[config.mk]
export PLATFORM = sky130hd
export DESIGN_NAME = delay_sched
export DESIGN_NICKNAME = d
export VERILOG_FILES = /design/src/rtl/delay_sched_pkg.sv /design/src/rtl/delay_sched_stepper.sv /design/src/rtl/delay_sched.sv
export SDC_FILE = /design/constraint.sdc
export NUM_CORES = 1
export LEC_CHECK = 0
export ABC_AREA = 1
export BUFFER_PORTS_ARGS = -buffer_cell sky130_fd_sc_hd__buf_2
export CAP_MARGIN = 5
export CORE_MARGIN = 3
export CORE_UTILIZATION = 29
export CTS_CLUSTER_SIZE = 30
export DETAILED_ROUTE_END_ITERATION = 10
export SLEW_MARGIN = 20
export SYNTH_ARGS = -nofsm -noshare
export SYNTH_HDL_FRONTEND = slang
export SYNTH_SLANG_ARGS = --single-unit
export TNS_END_PERCENT = 5
[constraint.sdc]
create_clock -name clk -period 2.77 [get_ports clk]
set_clock_uncertainty 0.05 [all_clocks]
set_input_delay 0.4155 -clock clk [delete_from_list [all_inputs] [get_ports clk]]
set_output_delay 0.4155 -clock clk [all_outputs]
set_load 0.005 [all_outputs]
[src/rtl/delay_sched_pkg.sv]
// Shared definitions for the delay-line scheduler and the delay line itself.
// Holds default widths, the blanking margin and the FSM state encoding.
package delay_sched_pkg;

    localparam int DEF_SEL_W   = 8;
    localparam int DEF_DWELL_W = 16;
    localparam int DEF_DATA_W  = 16;

    // Settling margin added to the new delay when blanking after a jump
    localparam int BLANK_EXTRA = 2;

    typedef enum logic [1:0] {
        ST_IDLE  = 2'd0,
        ST_RAMP  = 2'd1,
        ST_BLANK = 2'd2
    } state_t;

endpackage

[src/rtl/delay_sched_stepper.sv]
// Dwell timer and saturating +/-1 step toward the target for ramp transitions.
// The owner applies sel_next when step is high; at_target flags the final step.
module delay_sched_stepper
    import delay_sched_pkg::*;
#(
    parameter int SEL_W   = DEF_SEL_W,
    parameter int DWELL_W = DEF_DWELL_W
) (
    input  logic               clk,
    input  logic               reset,
    input  logic               start,
    input  logic               run,
    input  logic [DWELL_W-1:0] dwell,
    input  logic [SEL_W-1:0]   target,
    input  logic [SEL_W-1:0]   sel,
    output logic               step,
    output logic [SEL_W-1:0]   sel_next,
    output logic               at_target
);

    localparam logic [SEL_W-1:0] SEL_MAX = {SEL_W{1'b1}};

    logic [DWELL_W-1:0] cnt;
    logic [DWELL_W-1:0] dwell_q;
    logic [DWELL_W-1:0] dwell_eff;

    // A zero dwell would stall the down-counter, so it means one clock per step
    assign dwell_eff = (dwell == '0) ? DWELL_W'(1) : dwell;

    always_ff @(posedge clk) begin
        if (!reset) begin
            cnt     <= '0;
            dwell_q <= DWELL_W'(1);
        end else if (start) begin
            cnt     <= dwell_eff;
            dwell_q <= dwell_eff;
        end else if (run) begin
            if (cnt == DWELL_W'(1)) begin
                cnt <= dwell_q;
            end else begin
                cnt <= cnt - DWELL_W'(1);
            end
        end
    end

    assign step = run && (cnt == DWELL_W'(1));

    always_comb begin
        sel_next = sel;
        if (sel < target) begin
            sel_next = (sel == SEL_MAX) ? sel : sel + SEL_W'(1);
        end else if (sel > target) begin
            sel_next = (sel == '0) ? sel : sel - SEL_W'(1);
        end
    end

    assign at_target = (sel_next == target);

endmodule

[src/rtl/delay_sched.sv]
// Delay-line select controller: accepts delay changes and applies them as a
// phase-continuous ramp or as a jump with output blanking while the line settles.
//
// state    | meaning
// ---------+-----------------------------------------------------------
// ST_IDLE  | settled; config ready; data passes through with 1 clk latency
// ST_RAMP  | stepping sel_o by one tap per dwell period toward the target
// ST_BLANK | sel_o jumped; data_o frozen and invalid until the line settles
module delay_sched
    import delay_sched_pkg::*;
#(
    parameter int SEL_W   = DEF_SEL_W,
    parameter int DWELL_W = DEF_DWELL_W,
    parameter int DATA_W  = DEF_DATA_W
) (
    input  logic                     clk,
    input  logic                     reset,
    input  logic                     cfg_valid_i,
    output logic                     cfg_ready_o,
    input  logic [SEL_W-1:0]         cfg_target_i,
    input  logic [DWELL_W-1:0]       cfg_dwell_i,
    input  logic                     cfg_ramp_i,
    output logic [SEL_W-1:0]         sel_o,
    input  logic signed [DATA_W-1:0] data_dly_i,
    output logic signed [DATA_W-1:0] data_o,
    output logic                     data_valid_o,
    output logic                     busy_o,
    output logic                     done_o
);

    state_t             state;
    logic [SEL_W-1:0]   target;
    logic [SEL_W:0]     blank_cnt;
    logic               accept;
    logic               ramp_start;
    logic               step;
    logic [SEL_W-1:0]   sel_next;
    logic               at_target;

    assign cfg_ready_o = (state == ST_IDLE);
    assign accept      = cfg_valid_i && cfg_ready_o;
    assign ramp_start  = accept && cfg_ramp_i && (cfg_target_i != sel_o);

    delay_sched_stepper #(
        .SEL_W   (SEL_W),
        .DWELL_W (DWELL_W)
    ) u_stepper (
        .clk       (clk),
        .reset     (reset),
        .start     (ramp_start),
        .run       (state == ST_RAMP),
        .dwell     (cfg_dwell_i),
        .target    (target),
        .sel       (sel_o),
        .step      (step),
        .sel_next  (sel_next),
        .at_target (at_target)
    );

    always_ff @(posedge clk) begin
        if (!reset) begin
            state        <= ST_IDLE;
            target       <= '0;
            blank_cnt    <= '0;
            sel_o        <= '0;
            data_o       <= '0;
            data_valid_o <= 1'b0;
            busy_o       <= 1'b0;
            done_o       <= 1'b0;
        end else begin
            done_o <= 1'b0;
            case (state)
                ST_IDLE: begin
                    data_o       <= data_dly_i;
                    data_valid_o <= 1'b1;
                    if (accept) begin
                        target <= cfg_target_i;
                        if (cfg_target_i == sel_o) begin
                            done_o <= 1'b1;
                        end else if (cfg_ramp_i) begin
                            state  <= ST_RAMP;
                            busy_o <= 1'b1;
                        end else begin
                            sel_o        <= cfg_target_i;
                            blank_cnt    <= {1'b0, cfg_target_i} + (SEL_W+1)'(BLANK_EXTRA);
                            state        <= ST_BLANK;
                            busy_o       <= 1'b1;
                            data_valid_o <= 1'b0;
                        end
                    end
                end
                ST_RAMP: begin
                    data_o       <= data_dly_i;
                    data_valid_o <= 1'b1;
                    if (step) begin
                        sel_o <= sel_next;
                        if (at_target) begin
                            state  <= ST_IDLE;
                            busy_o <= 1'b0;
                            done_o <= 1'b1;
                        end
                    end
                end
                ST_BLANK: begin
                    // Reload data on the final edge so valid rises with fresh data
                    if (blank_cnt <= (SEL_W+1)'(1)) begin
                        blank_cnt    <= '0;
                        state        <= ST_IDLE;
                        data_o       <= data_dly_i;
                        data_valid_o <= 1'b1;
                        busy_o       <= 1'b0;
                        done_o       <= 1'b1;
                    end else begin
                        blank_cnt <= blank_cnt - (SEL_W+1)'(1);
                    end
                end
                default: begin
                    state  <= ST_IDLE;
                    busy_o <= 1'b0;
                end
            endcase
        end
    end

endmodule

==> metrics.sh, run 1 <==
STATUS='finished, final reports clean'
HP-CLASS='input pin to flop'
UNREPAIRED_SETUP_ENDPOINTS_AFTER_GLOBAL_ROUTING='no'
TRITONCTS_CLOCK_TREE='done'
SYN-INSTANCE-COUNT=691
WORSTSKEWPAIRLATENCY_NS=0.33
START_UTIL_PCT=30.27
FILLER_CELL_COUNT=1729
WORST_SLEW_PIN_SLEW_NS=0.6961
ANTENNA_VIOLATIONS_BEFORE_REPAIR=0
WORST_EP_ARRIVAL_TIME_NS=2.67
LAYOUT.NETS=826
PLACE.DETAILED.HPWL_MM=9.830
CTS_SINKS=78
DPL_CELL_AREA_UM2=5505
SYN_TO_FINAL_GROWTH_PCT=18.54
SYNTH-EDFF-COUNT=0
CLOCK_EDGE_TRANSITION_AT_THE_REGISTERS_ON_THE_REPORTED_SETUP_AND_HOLD_PATHS_NS=0.06
FRACTION_OF_FINAL_LAYOUT_CELLS_WITH_DRIVE_STRENGTH_GREATER_THAN_1_PCT=19.08
FINAL.PERIOD_UTILIZATION_PCT=90.81
AVERAGE_WIRE_LENGTH_PER_CELL_AFTER_DETAIL_ROUTING_UM=13.70
FINISH.INSTANCE_AREA_UM2=5824
MAX-CLOCK-PATH-BUFFERS=2
DESTINATION_OF_THE_WORST_REGISTER_TO_REGISTER_TIMING_PATH='busy_o'
MAXSLEWVIOLCOUNT=0
VIA_COUNT=4846
CRITICAL_PATH_PEAK_FANOUT=18
DRT_PRE_ANTENNA_ITERS=5
CTS_HOLD_BUF=0
DOMINANTREGCELLSYNTH='dfxtp_1'
SYNTH_COMMON_CELLS='nand2_1 (139), dfxtp_1 (78), nor2_1 (69)'
NUMBER_OF_PORT_BUFFERS=71
CRIT_REQUIRED_NS=2.92
WORST_IR_DROP_VDD_uV=499.4
CTS_BUFFERS=9
SYNTH-SEQ-CELLS=78
CTS.REPAIR_TIMING.SETUP_BUFFER_COUNT=0
YOSYSTOPAREACELLSHARE_PCT=31.78
DETAIL_ROUTE.VIAS_PER_CELL=4.940
FMAX_GHz=0.3975
DETAIL_ROUTE.DRC_VIOLATIONS=0
DIE_HEIGHT_UM=136.2
START_KIND='flop'
SETUP.WORST_PATH.END_CLASS='flop'
CORE_AREA_UM2=16230
YOSYSMOSTFREQUENTCELL='nand2_1'
GRT_START_MAX_NET_PINS=34
HOLD_PATH.STARTPOINT='data_dly_i[2]'
GRT_PASS1_WL_MM=22.23
GRT_USE_TOTAL_PCT=14.75
ROWS=46
ANTENNA_CELLS_INSERTED=0
CRITICAL_PATH.STARTPOINT='sel_o[7]'
FIN_SETUP_TNS_NS=0
PORTS=72
FINALSETUPVIOLCOUNT=0
DIE_AREA_UM2=18540
TIMING.FINAL.CRIT_PERIOD_NS=2.515
SYN_NETS=756
WORSTHOLDPATHCELLS=3
FINAL-HOLD-VIOLATION-COUNT=0
CTS_ROOT_BUF='clkbuf_16'
POWER-PER-CELL-AREA_nW_PER_UM2=1421
TOTAL_LEAKAGE_POWER_nW=2.581
DIE_W_UM=136.2
REMAINING_GLOBAL_ROUTE_OVERFLOW=0
POSTSYNTH.ASYNCRESETSHARE_PCT=0
TIMING_WORST_SETUP_PATH_TYPE='flop to flop'
SYN_AREA_UM2=4913
MAX_CAP_VIOLATIONS=0
CRIT-REG2REG-LAUNCH='sel_o[7]'
ANT_NETS=0
YOSYSWARNINGCOUNT=0
NUMBER_OF_DRC_MARKERS_AFTER_THE_INITIAL_DETAILED_ROUTE_ITERATION=314
POST_CTS_GATE_RESIZE_COUNT=0
YOSYS.AREA.TOP_TYPE='dfxtp_1'
SYNTH.AVG_CELL_AREA_UM2=7.111
HTREE_NUM_LEVELS=3
INTERNAL_REG_TO_REG_SETUP_SLACK_NS=0.25
SYNTH.TOP_CELLS.BY_AREA='dfxtp_1 (32%), nand2_1 (11%), ha_1 (5.3%)'
SYNTH_CELL_TYPE_COUNT=52
GP_CONGESTION=0.9002
TIMING.MAX_SLEW.REL_SLACK_PCT=53.59
VIA_COUNT_OF_THE_FIRST_GLOBAL_ROUTING_PASS=4463
ROUTE.FINAL.WIRE_LENGTH_MM=13.44
HOLD-PATH-ENDPOINT='data_o[2]'
RR_WORST_DEPTH=16
SYNTH_SEQUENTIAL_AREA_RATIO_PCT=31.78
## final cells by class
class / instances / area (µm²) / share of cell area, %
inverters: 59 / 221.5 / 3.802
clock inverters: 4 / 72.57 / 1.246
well taps: 216 / 270.3 / 4.640
multi-input cells: 524 / 2975 / 51.08
repair buffers: 89 / 490.5 / 8.421
clock buffers: 11 / 232.7 / 3.996
flip-flops and latches: 78 / 1562 / 26.81
## cells by family after synthesis
| family | count (synthesis) | share of synthesized area (%) |
|---|---|---|
| flip-flops | 78 | 31.78 |
| AO/OA/AOI/OAI | 163 | 19.86 |
| adder cells (fa/ha/maj) | 21 | 5.348 |
| XOR/XNOR | 25 | 4.456 |
| buffers and inverters | 89 | 7.945 |
| AND/OR/NAND/NOR | 315 | 30.61 |
## critical path, cell delays in order (launching register included)
cell and delay [ns]:
dfxtp_1 0.45, ha_1 0.29, a21o_1 0.21, nor2_4 0.19
nand2_8 0.12, nand2_2 0.13, nand2_1 0.06, nand2_1 0.14
nand3_1 0.08, nand2_1 0.07, nand3_1 0.08, nor2_1 0.12
nand2_1 0.09, nand2_2 0.10, nand2_2 0.08, nand2_1 0.07
a21oi_1 0.05
## where the power goes
group | internal (mW) | switching [mW]
clock | 0.783 | 0.455
combinational | 1.92 | 3.32
sequential | 1.50 | 0.301
## through the flow
stage	cells	hold WS [ns]	worst slack (ns)	utilization [%]	power, mW
after floorplan	691	0.3912	0.5531	-	5.847
after global routing	981	0.2632	0.002853	35.89	9.084
final	981	0.2553	0.2545	35.89	8.276
after detailed placement	966	0.4049	0.2255	33.92	6.954
after global placement	966	0.4020	0.2346	33.92	6.939
after CTS	981	0.2444	0.2021	35.80	8.238
## cell usage in the layout, fill, tap and decap left out, drive strengths merged, types with 2 or more instances in the layout
master	instances
or2	6
o211ai	17
nor2	75
clkbuf	11
nor3	9
nand2	149
ha	21
bufinv	2
xnor2	4
nand4	17
nand3	50
a31oi	19
a21oi	48
dfxtp	78
a221oi	9
o22ai	3
inv	59
nand3b	2
buf	89
o21ai	57
nor4	6
xor2	21
## state kept, by name, summed over array words and instances (netlist names)
signal,count
u_stepper.cnt,16
done_o,1
busy_o,1
sel_o,8
state,2
blank_cnt,9
target,8
data_valid_o,1
u_stepper.dwell_q,16
data_o,16
## worst max-delay path by stage
stage | endpoint | slack, ns | depth (start not counted)
floorplan | state[1] | 0.55 | 20
global placement | busy_o | 0.23 | 16
detailed placement | busy_o | 0.23 | 16
CTS | state[1] | 0.20 | 16
global route | state[0] | 0.003 | 19
finish | busy_o | 0.25 | 16
## layer usage
| metal | share of wire [%] | track usage [%] | vias up |
|---|---|---|---|
| met4 | 1.7 | 5.095 | 0 |
| met1 | 50 | 20.33 | 2218 |
| met2 | 44 | 23.36 | 107 |
| met3 | 4.4 | 2.406 | 15 |
| li1 | - | - | 2506 |
| met5 | 0 | 0 | - |
(Power assumes the default switching activity.)
==> run 2: changes to the inputs <==
==> constraint.sdc (replaced) <==
create_clock -name clk -period 2.6 [get_ports clk]
set_clock_uncertainty 0.05 [all_clocks]
set_input_delay 0.13 -clock clk [delete_from_list [all_inputs] [get_ports clk]]
set_output_delay 0.13 -clock clk [all_outputs]
set_load 0.005 [all_outputs]
==> run 2 against run 1 <==
Against the previous run: hold slack got worse by 0.22 ns; setup slack got worse by 0.15 ns; total power increased by 22%; routed wire length increased by 8.6%; critical endpoint unchanged.
==> metrics.sh, run 2 (synthesis gave the netlist of run 1 again) <==
FMAX_GHz=0.4000  # was 0.3975 GHz
DP_CELLS=972  # was 966
HP-CLASS='input pin to flop'  # unchanged
PLACE.DETAILED.HPWL_MM=9.867  # was 9.830 mm
NUMBER_OF_PORT_BUFFERS=71  # unchanged
MAX-CLOCK-PATH-BUFFERS=2  # unchanged
VIA_COUNT=5055  # was 4,846
WORST_EP_ARRIVAL_TIME_NS=2.65  # was 2.67 ns
SETUP.WORST_PATH.END_CLASS='flop'  # unchanged
REMAINING_GLOBAL_ROUTE_OVERFLOW=0  # unchanged
POWER-PER-CELL-AREA_nW_PER_UM2=1589  # was 1421 nW/µm²
ANTENNA_VIOLATIONS_BEFORE_REPAIR=0  # unchanged
MAX_CAP_VIOLATIONS=0  # unchanged
NUMBER_OF_DRC_MARKERS_AFTER_THE_INITIAL_DETAILED_ROUTE_ITERATION=340  # was 314
ANTENNA_CELLS_INSERTED=0  # unchanged
DIE_W_UM=136.2  # unchanged
ANT_NETS=0  # unchanged
TIMING.MAX_SLEW.REL_SLACK_PCT=64.89  # was 53.59%
DETAIL_ROUTE.VIAS_PER_CELL=4.975  # was 4.940
TOTAL_LEAKAGE_POWER_nW=2.804  # was 2.581 nW
TRITONCTS_CLOCK_TREE='done'  # unchanged
FINISH.CELL_COUNT_WITHOUT_FILLERS=1016  # was 981
ROUTE.FINAL.WIRE_LENGTH_MM=14.59  # was 13.44 mm
DRT_PRE_ANTENNA_ITERS=5  # unchanged
ROWS=46  # unchanged
FRACTION_OF_FINAL_LAYOUT_CELLS_WITH_DRIVE_STRENGTH_GREATER_THAN_1_PCT=23.75  # was 19.08%
STATUS='finished, final reports clean'  # unchanged
PLACE_WS_NS=0.01708  # was 0.2255 ns
CORE_AREA_UM2=16230  # unchanged
START_KIND='flop'  # unchanged
TIMING.FINAL.CRIT_PERIOD_NS=2.500  # was 2.515 ns
LAYOUT_TOP_REGISTERS='data_o: 16 flops, u_stepper.cnt: 16 flops, u_stepper.dwell_q: 16 flops'  # unchanged
GRT_START_MAX_NET_PINS=34  # unchanged
MAXSLEWVIOLCOUNT=0  # unchanged
FINAL_CELL_MIX='nand2_1 (132), dfxtp_1 (74), buf_2 (71)'  # was nand2_1 (139), dfxtp_1 (78), buf_2 (71)
GRT_USE_TOTAL_PCT=15.52  # was 14.75%
CTS_ROOT_BUF='clkbuf_16'  # unchanged
FILLER_CELL_COUNT=1687  # was 1,729
WORSTSKEWPAIRLATENCY_NS=0.34  # was 0.33 ns
WORST_SLEW_PIN_SLEW_NS=0.5264  # was 0.6961 ns
CRITICAL_PATH_PEAK_FANOUT=8  # was 18
CTS_SINKS=78  # unchanged
CTS_BUFFERS=9  # unchanged
GP_CONGESTION=0.8633  # was 0.9002
PORTS=72  # unchanged
SYN_TO_FINAL_GROWTH_PCT=28.78  # was 18.54%
GRT_PASS1_WL_MM=23.30  # was 22.23 mm
FINALSETUPVIOLCOUNT=0  # unchanged
DIE_HEIGHT_UM=136.2  # unchanged
START_UTIL_PCT=30.27  # unchanged
AVERAGE_WIRE_LENGTH_PER_CELL_AFTER_DETAIL_ROUTING_UM=14.36  # was 13.70 µm
HTREE_NUM_LEVELS=3  # unchanged
TIMING.FINAL.WS_SETUP_NS=0.09974  # was 0.2545 ns
DIE_AREA_UM2=18540  # unchanged
DETAIL_ROUTE.DRC_VIOLATIONS=0  # unchanged
LAYOUT.NETS=860  # was 826
FINAL-HOLD-VIOLATION-COUNT=0  # unchanged
FINAL.PERIOD_UTILIZATION_PCT=96.16  # was 90.81%
CLOCK_EDGE_TRANSITION_AT_THE_REGISTERS_ON_THE_REPORTED_SETUP_AND_HOLD_PATHS_NS=0.06  # about the same
WORST_IR_DROP_VDD_uV=519.7  # was 499.4 µV
VIA_COUNT_OF_THE_FIRST_GLOBAL_ROUTING_PASS=4693  # was 4,463
LAYOUT_COMMONEST_CELL='nand2_1'  # unchanged
CRIT_REQUIRED_NS=2.75  # was 2.92 ns
TIMING_WORST_SETUP_PATH_TYPE='flop to flop'  # unchanged
[run 2: cell types whose count changed in the layout (fill, tap and decap cells not counted), moves of 3 or more]
cell / delta
dfxtp_2: +4
nand2_4: +4
nor2_1: -3
nor2_2: +3
dfxtp_1: -4
inv_1: -3
nand2_1: -7
bufinv_16: +3
buf_4: +13
ha_4: +3
dlygate4sd3_1: +16
ha_1: -3
nand2_2: +4
[run 2: per-stage QoR]
step	area, µm²	util (%)	power, mW	hold WS, ns	TNS, ns
2_1_floorplan	4913	-	6.229	0.2149	0
6_report	6327	38.98	10.06	0.03118	0
4_1_cts	6102	37.60	9.195	0.02187	0
3_5_place_dp	5550	34.20	7.464	0.3058	0
5_1_grt	6327	38.98	10.95	0.04268	-0.07401
3_3_place_gp	5550	34.20	7.445	0.3033	0
[run 2: area by class of cell]
cell class	count	area, µm²	area share [%]
clock buffer	10	229.0	3.619
clock inverter	6	157.7	2.492
inverter	59	224.0	3.540
multi-input combinational	526	3094	48.90
sequential	78	1567	24.76
tap	216	270.3	4.271
timing repair buffer	121	785.8	12.42
[run 2: final timing paths]
check	slack (ns)	endpoint	start	cells past startpoint
max	0.1	busy_o	target[7]	19
min	0.03	u_stepper.dwell_q[12]	cfg_dwell_i[12]	3
max reg2reg	0.1	busy_o	target[7]	19
min reg2reg	0.42	u_stepper.dwell_q[12]	u_stepper.dwell_q[12]	2
[run 2: routing by layer]
metal	vias to the layer above	part of all wire, %	global-route usage (%)
met5	-	0	0
met1	2295	46	20.21
met2	150	46	25.45
met3	25	5.5	3.109
li1	2585	-	-
met4	0	2.3	5.655
[run 2: where the power goes]
group | switching (mW) | internal (mW) | total, mW
clock network | 0.504 | 1.13 | 1.64
registers | 0.322 | 1.60 | 1.93
logic | 3.95 | 2.54 | 6.49
total | 4.78 | 5.28 | 10.1
[run 2: worst max-delay path, cell delays in order, from the launching register on]
cell and delay (ns):
dfxtp_1 0.33, inv_1 0.07, ha_1 0.31, nand2_2 0.13
nor2_2 0.07, nor2_4 0.23, nand2_8 0.10, buf_8 0.15
inv_4 0.07, nand3_1 0.11, nand2_2 0.10, nand2_1 0.06
nand2_1 0.06, nand2_1 0.06, nor2_2 0.11, nand2_2 0.09
nand2_4 0.08, nand2_2 0.06, nand2_1 0.07, a21oi_1 0.06
[run 2: repair_timing]
action                                  4_1_cts  5_1_grt
gates cloned                                  0        2
setup buffers                                 0       10
hold buffers                                 16        0
endpoints found under the setup margin        3       12
resized for setup                             1       35
endpoints found under the hold margin        16        0
pin swaps                                     0       12
